===== config.mk =====
export PLATFORM = sky130hd
export DESIGN_NAME = multicycle_sequencer_flat
export DESIGN_NICKNAME = d
export VERILOG_FILES = /design/src/rtl/multicycle_sequencer_pkg.sv /design/src/rtl/multicycle_sequencer_if.sv /design/src/rtl/multicycle_sequencer_wait_timeout_counter.sv /design/src/rtl/multicycle_sequencer.sv /design/src/flat_wrapper.sv
export SDC_FILE = /design/constraint.sdc
export NUM_CORES = 1
export LEC_CHECK = 0
export BUFFER_PORTS_ARGS = -buffer_cell sky130_fd_sc_hd__buf_2
export CAP_MARGIN = 0
export CORE_ASPECT_RATIO = 0.9
export CORE_MARGIN = 1.5
export CORE_UTILIZATION = 45
export CTS_CLUSTER_SIZE = 14
export DETAILED_ROUTE_END_ITERATION = 16
export PLACE_DENSITY = 0.67
export SYNTH_ARGS = -nofsm -noshare
export SYNTH_HDL_FRONTEND = slang
export SYNTH_HIERARCHICAL = 1
export SYNTH_SLANG_ARGS = --single-unit

===== constraint.sdc =====
create_clock -name clock -period 3.4 [get_ports clock]
set_input_delay 0.34 -clock clock [delete_from_list [all_inputs] [get_ports clock]]
set_output_delay 0.34 -clock clock [all_outputs]
set_load 0.1 [all_outputs]

===== src/rtl/multicycle_sequencer_pkg.sv =====
`default_nettype none
// ============================================================================
// Module  : multicycle_sequencer_pkg
// Brief   : Shared FSM state codes, memory-op type and trap causes.
// Revision: 1.0
// ============================================================================
package multicycle_sequencer_pkg;

    typedef logic [3:0] fsm_state_op_t;

    localparam logic [3:0] FETCH_ADDR  = 4'd0;
    localparam logic [3:0] FETCH_WAIT  = 4'd1;
    localparam logic [3:0] DECODE      = 4'd2;
    localparam logic [3:0] EXECUTE     = 4'd3;
    localparam logic [3:0] MEMORY_ADDR = 4'd4;
    localparam logic [3:0] MEMORY_WAIT = 4'd5;
    localparam logic [3:0] WRITEBACK   = 4'd6;
    localparam logic [3:0] TRAP        = 4'd7;
    localparam logic [3:0] HALT        = 4'd8;

    typedef enum logic [1:0] {
        MEM_SKIP_OP  = 2'd0,
        MEM_LOAD_OP  = 2'd1,
        MEM_STORE_OP = 2'd2
    } mem_op_t;

    localparam logic [3:0] CAUSE_IFETCH_FAULT = 4'd1;
    localparam logic [3:0] CAUSE_ILLEGAL      = 4'd2;
    localparam logic [3:0] CAUSE_LD_MISALIGN  = 4'd4;
    localparam logic [3:0] CAUSE_LD_FAULT     = 4'd5;
    localparam logic [3:0] CAUSE_ST_MISALIGN  = 4'd6;
    localparam logic [3:0] CAUSE_ST_FAULT     = 4'd7;

    function automatic logic is_wait_state(input fsm_state_op_t s);
        return (s == FETCH_WAIT) || (s == MEMORY_WAIT);
    endfunction

endpackage
`default_nettype wire


===== src/rtl/multicycle_sequencer_if.sv =====
`default_nettype none
// ============================================================================
// Module  : multicycle_sequencer_if
// Brief   : Decoder/memory status inputs and stage-control outputs of the sequencer.
// Revision: 1.0
// ============================================================================
interface multicycle_sequencer_if #(
    parameter int CNT_WIDTH = 64
);
    import multicycle_sequencer_pkg::*;

    logic                 dec_alu_used;
    mem_op_t              dec_mem_op;
    logic                 dec_writeback;
    logic                 dec_illegal;
    logic                 mem_misaligned;
    logic                 imem_ready;
    logic                 imem_err;
    logic                 dmem_ready;
    logic                 dmem_err;
    logic                 halt_req;

    logic                 pc_update_en;
    logic                 fetch_en;
    logic                 decode_en;
    logic                 execute_en;
    logic                 mem_addr_en;
    logic                 mem_wait_en;
    logic                 writeback_en;
    logic                 imem_req;
    logic                 dmem_req;
    logic                 dmem_we;
    logic                 retire;
    logic                 trap_valid;
    logic [3:0]           trap_cause;
    logic                 halted;
    logic [CNT_WIDTH-1:0] cycle_count;
    logic [CNT_WIDTH-1:0] instret_count;

    modport master (
        input  dec_alu_used, dec_mem_op, dec_writeback, dec_illegal, mem_misaligned,
        input  imem_ready, imem_err, dmem_ready, dmem_err, halt_req,
        output pc_update_en, fetch_en, decode_en, execute_en, mem_addr_en,
        output mem_wait_en, writeback_en, imem_req, dmem_req, dmem_we,
        output retire, trap_valid, trap_cause, halted, cycle_count, instret_count
    );

    modport slave (
        output dec_alu_used, dec_mem_op, dec_writeback, dec_illegal, mem_misaligned,
        output imem_ready, imem_err, dmem_ready, dmem_err, halt_req,
        input  pc_update_en, fetch_en, decode_en, execute_en, mem_addr_en,
        input  mem_wait_en, writeback_en, imem_req, dmem_req, dmem_we,
        input  retire, trap_valid, trap_cause, halted, cycle_count, instret_count
    );

endinterface
`default_nettype wire


===== src/rtl/multicycle_sequencer_wait_timeout_counter.sv =====
`default_nettype none
// ============================================================================
// Module  : wait_timeout_counter
// Brief   : Counts memory wait cycles; expired marks the MEM_TIMEOUT-th one.
// Revision: 1.0
// ============================================================================
module wait_timeout_counter #(
    parameter int MEM_TIMEOUT = 255,
    parameter int TO_WIDTH    = (MEM_TIMEOUT > 0) ? $clog2(MEM_TIMEOUT + 1) : 1
) (
    input  wire  clock,
    input  wire  reset,
    input  wire  clear,
    input  wire  en,
    output logic expired
);

    generate
        if (MEM_TIMEOUT > 0) begin : g_timeout
            localparam logic [TO_WIDTH-1:0] c_LIMIT = TO_WIDTH'(MEM_TIMEOUT - 1);
            localparam logic [TO_WIDTH-1:0] c_ONE   = TO_WIDTH'(1);

            logic [TO_WIDTH-1:0] count_q;
            logic [TO_WIDTH-1:0] count_d;

            // Saturate at the limit; the FSM leaves the wait state on that cycle anyway.
            always_comb begin
                count_d = count_q;
                if (clear) begin
                    count_d = '0;
                end else if (en && (count_q != c_LIMIT)) begin
                    count_d = count_q + c_ONE;
                end
            end

            always_ff @(posedge clock) begin
                if (reset) begin
                    count_q <= '0;
                end else begin
                    count_q <= count_d;
                end
            end

            assign expired = en && (count_q == c_LIMIT);
        end else begin : g_no_timeout
            logic unused_inputs;
            assign unused_inputs = clock ^ reset ^ clear ^ en;
            assign expired       = 1'b0;
        end
    endgenerate

endmodule
`default_nettype wire


===== src/rtl/multicycle_sequencer.sv =====
`default_nettype none
// ============================================================================
// Module  : multicycle_sequencer
// Brief   : Multi-cycle RV32I control FSM with memory handshakes, traps and halt.
// Revision: 1.0
// ============================================================================
module multicycle_sequencer #(
    parameter int MEM_TIMEOUT = 255,
    parameter int CNT_WIDTH   = 64,
    parameter int TO_WIDTH    = $clog2(MEM_TIMEOUT + 1)
) (
    input  wire                    clock,
    input  wire                    reset,
    multicycle_sequencer_if.master bus
);
    import multicycle_sequencer_pkg::*;

    localparam int                   c_TO_W = (TO_WIDTH < 1) ? 1 : TO_WIDTH;
    localparam logic [CNT_WIDTH-1:0] c_ONE  = CNT_WIDTH'(1);

    fsm_state_op_t        state_q;
    fsm_state_op_t        state_d;
    logic [3:0]           cause_q;
    logic [3:0]           cause_d;
    mem_op_t              op_q;
    logic                 wb_q;
    logic                 retire_q;
    logic                 retire_d;
    logic [CNT_WIDTH-1:0] cycle_q;
    logic [CNT_WIDTH-1:0] instret_q;

    logic                 w_in_wait;
    logic                 w_expired;
    logic                 w_run;
    logic                 w_is_load;

    assign w_in_wait = is_wait_state(state_q);
    assign w_is_load = (op_q == MEM_LOAD_OP);

    wait_timeout_counter #(
        .MEM_TIMEOUT (MEM_TIMEOUT),
        .TO_WIDTH    (c_TO_W)
    ) u_wait_timeout (
        .clock   (clock),
        .reset   (reset),
        .clear   (!w_in_wait),
        .en      (w_in_wait),
        .expired (w_expired)
    );

    always_comb begin
        state_d  = state_q;
        cause_d  = cause_q;
        retire_d = 1'b0;
        case (state_q)
            FETCH_ADDR: begin
                state_d = bus.halt_req ? HALT : FETCH_WAIT;
            end
            FETCH_WAIT: begin
                if (bus.imem_err || (w_expired && !bus.imem_ready)) begin
                    state_d = TRAP;
                    cause_d = CAUSE_IFETCH_FAULT;
                end else if (bus.imem_ready) begin
                    state_d = DECODE;
                end
            end
            DECODE: begin
                if (bus.dec_illegal) begin
                    state_d = TRAP;
                    cause_d = CAUSE_ILLEGAL;
                end else if (bus.dec_alu_used) begin
                    state_d = EXECUTE;
                end else begin
                    state_d = WRITEBACK;
                end
            end
            EXECUTE: begin
                if ((op_q != MEM_SKIP_OP) && bus.mem_misaligned) begin
                    state_d = TRAP;
                    cause_d = w_is_load ? CAUSE_LD_MISALIGN : CAUSE_ST_MISALIGN;
                end else if (op_q != MEM_SKIP_OP) begin
                    state_d = MEMORY_ADDR;
                end else if (wb_q) begin
                    state_d = WRITEBACK;
                end else begin
                    state_d  = FETCH_ADDR;
                    retire_d = 1'b1;
                end
            end
            MEMORY_ADDR: begin
                state_d = MEMORY_WAIT;
            end
            MEMORY_WAIT: begin
                if (bus.dmem_err || (w_expired && !bus.dmem_ready)) begin
                    state_d = TRAP;
                    cause_d = w_is_load ? CAUSE_LD_FAULT : CAUSE_ST_FAULT;
                end else if (bus.dmem_ready && w_is_load) begin
                    state_d = WRITEBACK;
                end else if (bus.dmem_ready) begin
                    state_d  = FETCH_ADDR;
                    retire_d = 1'b1;
                end
            end
            WRITEBACK: begin
                state_d  = FETCH_ADDR;
                retire_d = 1'b1;
            end
            TRAP: begin
                state_d = FETCH_ADDR;
            end
            HALT: begin
                if (!bus.halt_req) begin
                    state_d = FETCH_ADDR;
                end
            end
            default: begin
                state_d = FETCH_ADDR;
            end
        endcase
    end

    always_ff @(posedge clock) begin
        if (reset) begin
            state_q   <= FETCH_ADDR;
            cause_q   <= 4'd0;
            op_q      <= MEM_SKIP_OP;
            wb_q      <= 1'b0;
            retire_q  <= 1'b0;
            cycle_q   <= '0;
            instret_q <= '0;
        end else begin
            state_q  <= state_d;
            cause_q  <= cause_d;
            retire_q <= retire_d;
            cycle_q  <= cycle_q + c_ONE;
            if (retire_d) begin
                instret_q <= instret_q + c_ONE;
            end
            // Decoder fields stay frozen from DECODE until the next instruction's DECODE.
            if (state_q == DECODE) begin
                op_q <= bus.dec_mem_op;
                wb_q <= bus.dec_writeback;
            end
        end
    end

    // Reset masks the state decode so every control output is low while it is held.
    assign w_run = !reset;

    assign bus.pc_update_en  = w_run && (state_q == FETCH_ADDR);
    assign bus.fetch_en      = w_run && (state_q == FETCH_WAIT);
    assign bus.decode_en     = w_run && (state_q == DECODE);
    assign bus.execute_en    = w_run && (state_q == EXECUTE);
    assign bus.mem_addr_en   = w_run && (state_q == MEMORY_ADDR);
    assign bus.mem_wait_en   = w_run && (state_q == MEMORY_WAIT);
    assign bus.writeback_en  = w_run && (state_q == WRITEBACK);
    assign bus.imem_req      = w_run && (state_q == FETCH_WAIT);
    assign bus.dmem_req      = w_run && (state_q == MEMORY_WAIT);
    assign bus.dmem_we       = w_run && (state_q == MEMORY_WAIT) && (op_q == MEM_STORE_OP);
    assign bus.trap_valid    = w_run && (state_q == TRAP);
    assign bus.halted        = w_run && (state_q == HALT);
    assign bus.retire        = w_run && retire_q;
    assign bus.trap_cause    = w_run ? cause_q : 4'd0;
    assign bus.cycle_count   = w_run ? cycle_q : '0;
    assign bus.instret_count = w_run ? instret_q : '0;

endmodule
`default_nettype wire


===== src/flat_wrapper.sv =====
// flat-port wrapper written by rule: the top's interface ports become plain ports
module multicycle_sequencer_flat import multicycle_sequencer_pkg::*;
#(
    parameter int MEM_TIMEOUT = 255,
    parameter int CNT_WIDTH   = 64,
    parameter int TO_WIDTH    = $clog2(MEM_TIMEOUT + 1)
)
  (clock, reset, bus_dec_alu_used, bus_dec_mem_op, bus_dec_writeback, bus_dec_illegal, bus_mem_misaligned, bus_imem_ready, bus_imem_err, bus_dmem_ready, bus_dmem_err, bus_halt_req, bus_pc_update_en, bus_fetch_en, bus_decode_en, bus_execute_en, bus_mem_addr_en, bus_mem_wait_en, bus_writeback_en, bus_imem_req, bus_dmem_req, bus_dmem_we, bus_retire, bus_trap_valid, bus_trap_cause, bus_halted, bus_cycle_count, bus_instret_count);
  multicycle_sequencer_if #(.CNT_WIDTH(CNT_WIDTH)) bus_i ();
  input  wire clock;
  input  wire reset;
  input wire logic [$bits(bus_i.dec_alu_used)-1:0] bus_dec_alu_used;
  input wire logic [$bits(bus_i.dec_mem_op)-1:0] bus_dec_mem_op;
  input wire logic [$bits(bus_i.dec_writeback)-1:0] bus_dec_writeback;
  input wire logic [$bits(bus_i.dec_illegal)-1:0] bus_dec_illegal;
  input wire logic [$bits(bus_i.mem_misaligned)-1:0] bus_mem_misaligned;
  input wire logic [$bits(bus_i.imem_ready)-1:0] bus_imem_ready;
  input wire logic [$bits(bus_i.imem_err)-1:0] bus_imem_err;
  input wire logic [$bits(bus_i.dmem_ready)-1:0] bus_dmem_ready;
  input wire logic [$bits(bus_i.dmem_err)-1:0] bus_dmem_err;
  input wire logic [$bits(bus_i.halt_req)-1:0] bus_halt_req;
  output wire logic [$bits(bus_i.pc_update_en)-1:0] bus_pc_update_en;
  output wire logic [$bits(bus_i.fetch_en)-1:0] bus_fetch_en;
  output wire logic [$bits(bus_i.decode_en)-1:0] bus_decode_en;
  output wire logic [$bits(bus_i.execute_en)-1:0] bus_execute_en;
  output wire logic [$bits(bus_i.mem_addr_en)-1:0] bus_mem_addr_en;
  output wire logic [$bits(bus_i.mem_wait_en)-1:0] bus_mem_wait_en;
  output wire logic [$bits(bus_i.writeback_en)-1:0] bus_writeback_en;
  output wire logic [$bits(bus_i.imem_req)-1:0] bus_imem_req;
  output wire logic [$bits(bus_i.dmem_req)-1:0] bus_dmem_req;
  output wire logic [$bits(bus_i.dmem_we)-1:0] bus_dmem_we;
  output wire logic [$bits(bus_i.retire)-1:0] bus_retire;
  output wire logic [$bits(bus_i.trap_valid)-1:0] bus_trap_valid;
  output wire logic [$bits(bus_i.trap_cause)-1:0] bus_trap_cause;
  output wire logic [$bits(bus_i.halted)-1:0] bus_halted;
  output wire logic [$bits(bus_i.cycle_count)-1:0] bus_cycle_count;
  output wire logic [$bits(bus_i.instret_count)-1:0] bus_instret_count;
  assign bus_i.dec_alu_used = bus_dec_alu_used;
  assign bus_i.dec_mem_op = bus_dec_mem_op;
  assign bus_i.dec_writeback = bus_dec_writeback;
  assign bus_i.dec_illegal = bus_dec_illegal;
  assign bus_i.mem_misaligned = bus_mem_misaligned;
  assign bus_i.imem_ready = bus_imem_ready;
  assign bus_i.imem_err = bus_imem_err;
  assign bus_i.dmem_ready = bus_dmem_ready;
  assign bus_i.dmem_err = bus_dmem_err;
  assign bus_i.halt_req = bus_halt_req;
  assign bus_pc_update_en = bus_i.pc_update_en;
  assign bus_fetch_en = bus_i.fetch_en;
  assign bus_decode_en = bus_i.decode_en;
  assign bus_execute_en = bus_i.execute_en;
  assign bus_mem_addr_en = bus_i.mem_addr_en;
  assign bus_mem_wait_en = bus_i.mem_wait_en;
  assign bus_writeback_en = bus_i.writeback_en;
  assign bus_imem_req = bus_i.imem_req;
  assign bus_dmem_req = bus_i.dmem_req;
  assign bus_dmem_we = bus_i.dmem_we;
  assign bus_retire = bus_i.retire;
  assign bus_trap_valid = bus_i.trap_valid;
  assign bus_trap_cause = bus_i.trap_cause;
  assign bus_halted = bus_i.halted;
  assign bus_cycle_count = bus_i.cycle_count;
  assign bus_instret_count = bus_i.instret_count;
  multicycle_sequencer #(.MEM_TIMEOUT(MEM_TIMEOUT), .CNT_WIDTH(CNT_WIDTH), .TO_WIDTH(TO_WIDTH)) u_core (.clock(clock), .reset(reset), .bus(bus_i));
endmodule

==> run metrics, run 1 <==
drt pass-1 iters 5; final worst path period share 85.6%; Yosys cell types 66; Top-Level Pins 158; Inst Count DP 1,407; Wirelength per Cell 15.2 um; post-route antenna net violation count 0; Synth Register Bits 147; Synth top area share 35.3%; arrival time at the worst endpoint 3260 ps; # DRC 0; Starting Density 45.5%; Peak VDD IR 0.329 mV; share of layout cells above drive strength 1 19.1%; Synth Area in Adders 0.601%; initial antenna violation count 0; min Tclk post-route 2910 ps; commonest non-fill, non-tap cell in the layout buf_2; Post-synth ARST share 0%; n_diodes 0; FMAX 343 MHz; Num CTS Buffers 17; Worst setup SP type flop; GPL Wtd Cong 0.848; Max Cap Viol 0; DR vias/cell 5.65; Die Width 146 um; met1 WL 11.1 mm; top cells by area, synth dfxtp_1, nor2b_1, nor2_1; Synth Area in Compound Gates 12.8%; Core Region 18,300 sq um; sequential-to-total area share from yosys stat 35.3%; Top FF cell, synth dfxtp_1; met3 WL 1.25 mm; Cell Area, Synth 8330 sq um; number of enable flip-flop cells after synthesis 0; leakage power total 3.61 nW; Pwr Density 440 nW/um^2; vias 8,135; Slew HR 17.6%; Hold Path Stages 3; clock latency on the worst-skew pair 430 ps; clk_skew 13.3 ps; worst hold path type input port to flop; Hold Vio Cnt, Final 0; hpwl dp 15.4 mm; Root Buffer Master clkbuf_16; CTS HTree Levels 4; number of I/O port buffers 156; Simple-Gate Fraction of Synth Area 38.3%; vias in the first global route 6,989; first-pass GRT wire length 35.6 mm; Post-Synth XOR/XNOR Area 5.89%; FP Rows 47; Yosys Warn Count 6; final setup fails 0; Top Layer Used met4; Final Net Count 1,198; mux cell area share after synthesis 2.10%; Post-Route WL 21.9 mm; Setup Fix Bufs, Post-CTS 0; syn_nets 1,080; Max stage delay cell, worst path or4_1; RSZ-0062 raised after global routing no; hold path start bus_dec_mem_op[1]; # resized after CTS 0; Setup Crit Path Kind flop to flop; CP endpoint kind flop; CTS Sinks 147; TritonCTS clock tree yes; CTS max path bufs 2; Die H 132 um; Detail Route met2 WL 9.27 mm; fin cells 1,439; die area 19,300 sq um; dominant cell type by area after synthesis dfxtp_1; commonest non-fill, non-tap cells in the layout buf_2, dfxtp_1, nor2b_1, nor2_1, a21oi_1; GR Util All Layers 22.4%; Slew @ Worst Pin 1220 ps; R2R depth 5; Slew Limit Fails 0; setup_tns 0 ps; largest family of logic cells by synthesized area simple AND/OR/NAND/NOR gates; status finished, final reports clean; worst path required time 3750 ps; largest net degree at the start of global routing 129; Iter 0 DRT Violations 600; Post-CTS Hold Buffers 0; crit-path cells nand4bb_1 > and2b_1 > o21ai_0 > or4_1 > a21oi_1; clock slew seen by the registers of the worst setup and hold paths 70 ps; Layout area overhead 17.7%; Synth Instances 1,063; Mapped Avg Cell Area 7.84 sq um; Reg-to-Reg Start u_core/state_q[0]; crit path launch u_core/state_q[0]; worst-path fanout max 14; Overflow after GRT 0; CP peak stage delay 650 ps
## synth_stat cells (all sizes together) (4+ instances only)
cell type,instances
inv,25
nand2b,8
ha,4
dfxtp,147
and3,20
or3,23
nor2,118
nand3,52
nor4b,5
clkbuf,45
or4,32
xnor2,37
nand2,65
buf,23
a211oi,7
mux2,12
nor2b,120
and4,11
nor4,35
o31ai,25
a31oi,4
o2111ai,4
nor3,25
o211ai,5
nand4,47
a21oi,66
o21ai,40
mux2i,4
xor2,19
## worst max-delay path, delay by kind of cell (launching register included)
| kind | cells | cell delay (ps) |
|---|---|---|
| DFF | 1 | 590 |
| and+or+nand+nor | 3 | 1550 |
| AOI/OAI and AO/OA | 2 | 680 |
## flip-flops by register name, summed over array words and instances, names as in the netlist
signal                                   cells
u_core/wb_q                                  1
u_core/cycle_q                              64
u_core/u_wait_timeout/g_timeout.count_q      8
u_core/instret_q                            64
u_core/state_q                               4
u_core/op_q                                  2
u_core/cause_q                               3
u_core/retire_q                              1
## area by class of cell
type                    instances  area, sq um
multi-input cells             823         4990
clock inverters                15          160
inverters                      25         93.8
flip-flops and latches        147         2940
fillers                      1779         8490
clock buffers                  17          425
repair buffers                167          885
well taps                     245          307
## final timing paths
check | endpoint | slack [ps]
worst min register to register | u_core/instret_q[49] | 480
worst max-delay path | u_core/instret_q[63] | 490
worst min-delay path | u_core/op_q[1] | 170
worst max register to register | u_core/instret_q[63] | 490
## logic make-up after synthesis
kind of cell / Yosys count
compound gates: 170
xor+xnor: 56
fa+ha+maj: 4
buf+inv: 93
flops: 147
mux: 16
other cells: 1
simple gates: 576
## where the power goes
group / internal [mW] / total, mW / switching, mW
Clock: 1.05 / 1.89 / 0.840
Combinational: 0.148 / 0.586 / 0.438
Sequential: 1.76 / 1.84 / 0.0799
## routing by layer
metal / vias to the layer above / track usage, %
li1: 4068 / -
met1: 3798 / 33.6
met3: 15 / 4.67
met2: 254 / 32.0
met4: 0 / 6.29
met5: - / 0
## through the flow
stage	util, %	power (mW)	cell area, sq um	hold WS, ps	setup slack, ps
final	53.6	4.31	9800	168	488
after global routing	53.6	4.49	9800	176	212
after CTS	53.6	4.36	9800	144	534
after detailed placement	50.4	2.46	9220	468	552
after global placement	50.4	2.45	9220	462	685
after floorplan	-	2.36	8350	441	64.1
Power figures use the tool's default switching activity.
==> run 2: changes to the inputs <==
REMOVE_ABC_BUFFERS = 1   (was unset)
clock period = 3.6 ns   (was 3.4 ns; I/O delays follow)
==> run 2 against run 1 <==
Compared with the run above:
- critical path depth is the same
- final area decreased by 0.86%
- largest cell class unchanged
- highest routed layer unchanged
- critical endpoint is now u_core/instret_q[39]
- die area unchanged
==> run metrics, run 2 (synthesis gave the netlist of run 1 again) <==
status finished, final reports clean; Reg-to-Reg Start u_core/state_q[2]; Layout area overhead 16.7%; R2R depth 5; GR Util All Layers 21.2%; die area 19,300 sq um; CTS Sinks 147; Wirelength per Cell 14.7 um; number of I/O port buffers 156; Iter 0 DRT Violations 533; # resized after CTS 0; worst path required time 3940 ps; Die H 132 um; Max Cap Viol 0; Starting Density 45.5%; commonest non-fill, non-tap cells in the layout buf_2, dfxtp_1, nor2b_1, nor2_1, a21oi_1; commonest non-fill, non-tap cell in the layout buf_2; Hold Vio Cnt, Final 0; share of layout cells above drive strength 1 18.4%; leakage power total 3.56 nW; arrival time at the worst endpoint 3270 ps; min Tclk post-route 2920 ps; vias in the first global route 6,881; Die Width 146 um; clock slew seen by the registers of the worst setup and hold paths 60 ps; TritonCTS clock tree yes; vias 8,018; DR vias/cell 5.59; CTS HTree Levels 4; post-route antenna net violation count 0; final setup fails 0; placed inst area 9190 sq um; Num CTS Buffers 17; area of the multi-input gates 4970 sq um; final std cell area, no fill 9720 sq um; fin cells 1,434; Final Power 3.89 mW; first-pass GRT wire length 33.9 mm; Max stage delay cell, worst path or4_1; initial antenna violation count 0; drt pass-1 iters 8; Post-Route WL 21.0 mm; largest net degree at the start of global routing 90; final worst path period share 81.2%; Slew Limit Fails 0; Setup Fix Bufs, Post-CTS 0; Slew @ Worst Pin 865 ps; # DRC 0; worst-path fanout max 37; Overflow after GRT 0; Slew HR 42.2%; RSZ-0062 raised after global routing no; FMAX 342 MHz; hpwl dp 14.8 mm; clk_skew 9.93 ps; CP peak stage delay 670 ps; Top-Level Pins 158; Inst Count DP 1,404; crit path launch u_core/state_q[2]; Storage cell area 2940 sq um; worst hold path type input port to flop; setup_tns 0 ps; Pwr Density 401 nW/um^2; Setup Crit Path Kind flop to flop; Peak VDD IR 0.451 mV; FP Rows 47; Post-CTS Hold Buffers 0; Final Net Count 1,195; Root Buffer Master clkbuf_16; fill cell count 1,851; Largest regs u_core/cycle_q: 64 flops, u_core/instret_q: 64 flops, u_core/u_wait_timeout/g_timeout.count_q: 8 flops; CTS max path bufs 2; r2r endpoint u_core/instret_q[39]; clock latency on the worst-skew pair 420 ps; Worst setup SP type flop; Core Region 18,300 sq um; GPL Wtd Cong 0.848; hold slack 187 ps; FF-to-FF setup slack 680 ps; crit path to u_core/instret_q[39]; crit-path cells nor4bb_1 > a41o_1 > o2111ai_4 > or4_1 > a21oi_1; CP endpoint kind flop; n_diodes 0
-- run 2: cell count changes in the layout (fill, tap and decap cells not counted), moves of 2 or more --
cell        change
inv_6           -9
buf_4           -4
clkinv_2        +4
clkinvlp_4      +4
clkbuf_8        +3
inv_8           -3
nor4b_1         +2
nor4b_2         -2
-- run 2: critical path, delay by kind of cell, from the launching register on --
kind,cells,cell delay (ps)
DFF,1,600
and+or+nand+nor,2,1110
AOI/OAI and AO/OA,3,1130
-- run 2: stage by stage --
step	worst slack, ps	utilization, %
floorplan	-1390	-
global placement	845	50.2
detailed placement	754	50.2
CTS	728	53.1
global route	441	53.1
finish	678	53.1
-- run 2: report_power, final --
part	switching [mW]	total, mW	internal (mW)	leakage, nW
Sequential	0.0721	1.74	1.66	1.19
Combinational	0.405	0.543	0.138	2.12
Clock	0.691	1.61	0.923	0.253
Total	1.17	3.89	2.73	3.56
-- run 2: worst min-delay path by stage --
stage / start / endpoint / slack [ps] / cells after the start
2_1_floorplan: reset / u_core/cycle_q[0] / 430 / 1
3_3_place_gp: u_core/cause_q[2] / u_core/cause_q[2] / 460 / 2
3_5_place_dp: u_core/cause_q[2] / u_core/cause_q[2] / 460 / 2
4_1_cts: bus_dec_mem_op[0] / u_core/op_q[0] / 170 / 3
5_1_grt: bus_dec_mem_op[1] / u_core/op_q[1] / 200 / 3
6_report: bus_dec_mem_op[0] / u_core/op_q[0] / 190 / 3
-- run 2: layout make-up --
| cell class | instances | area share [%] |
|---|---|---|
| Inverter | 25 | 0.965 |
| Multi-Input combinational cell | 823 | 51.2 |
| Clock inverter | 9 | 0.605 |
| Timing Repair Buffer | 164 | 9.00 |
| Clock buffer | 21 | 4.84 |
| Sequential cell | 147 | 30.3 |
| Tap cell | 245 | 3.15 |
-- run 2: layer usage --
metal	GRT usage, %	up-vias	share of wire [%]
met4	5.78	0	0.89
met5	0	-	0
met1	30.4	3740	50
met3	4.57	14	5.6
met2	32.1	207	44
li1	-	4057	-
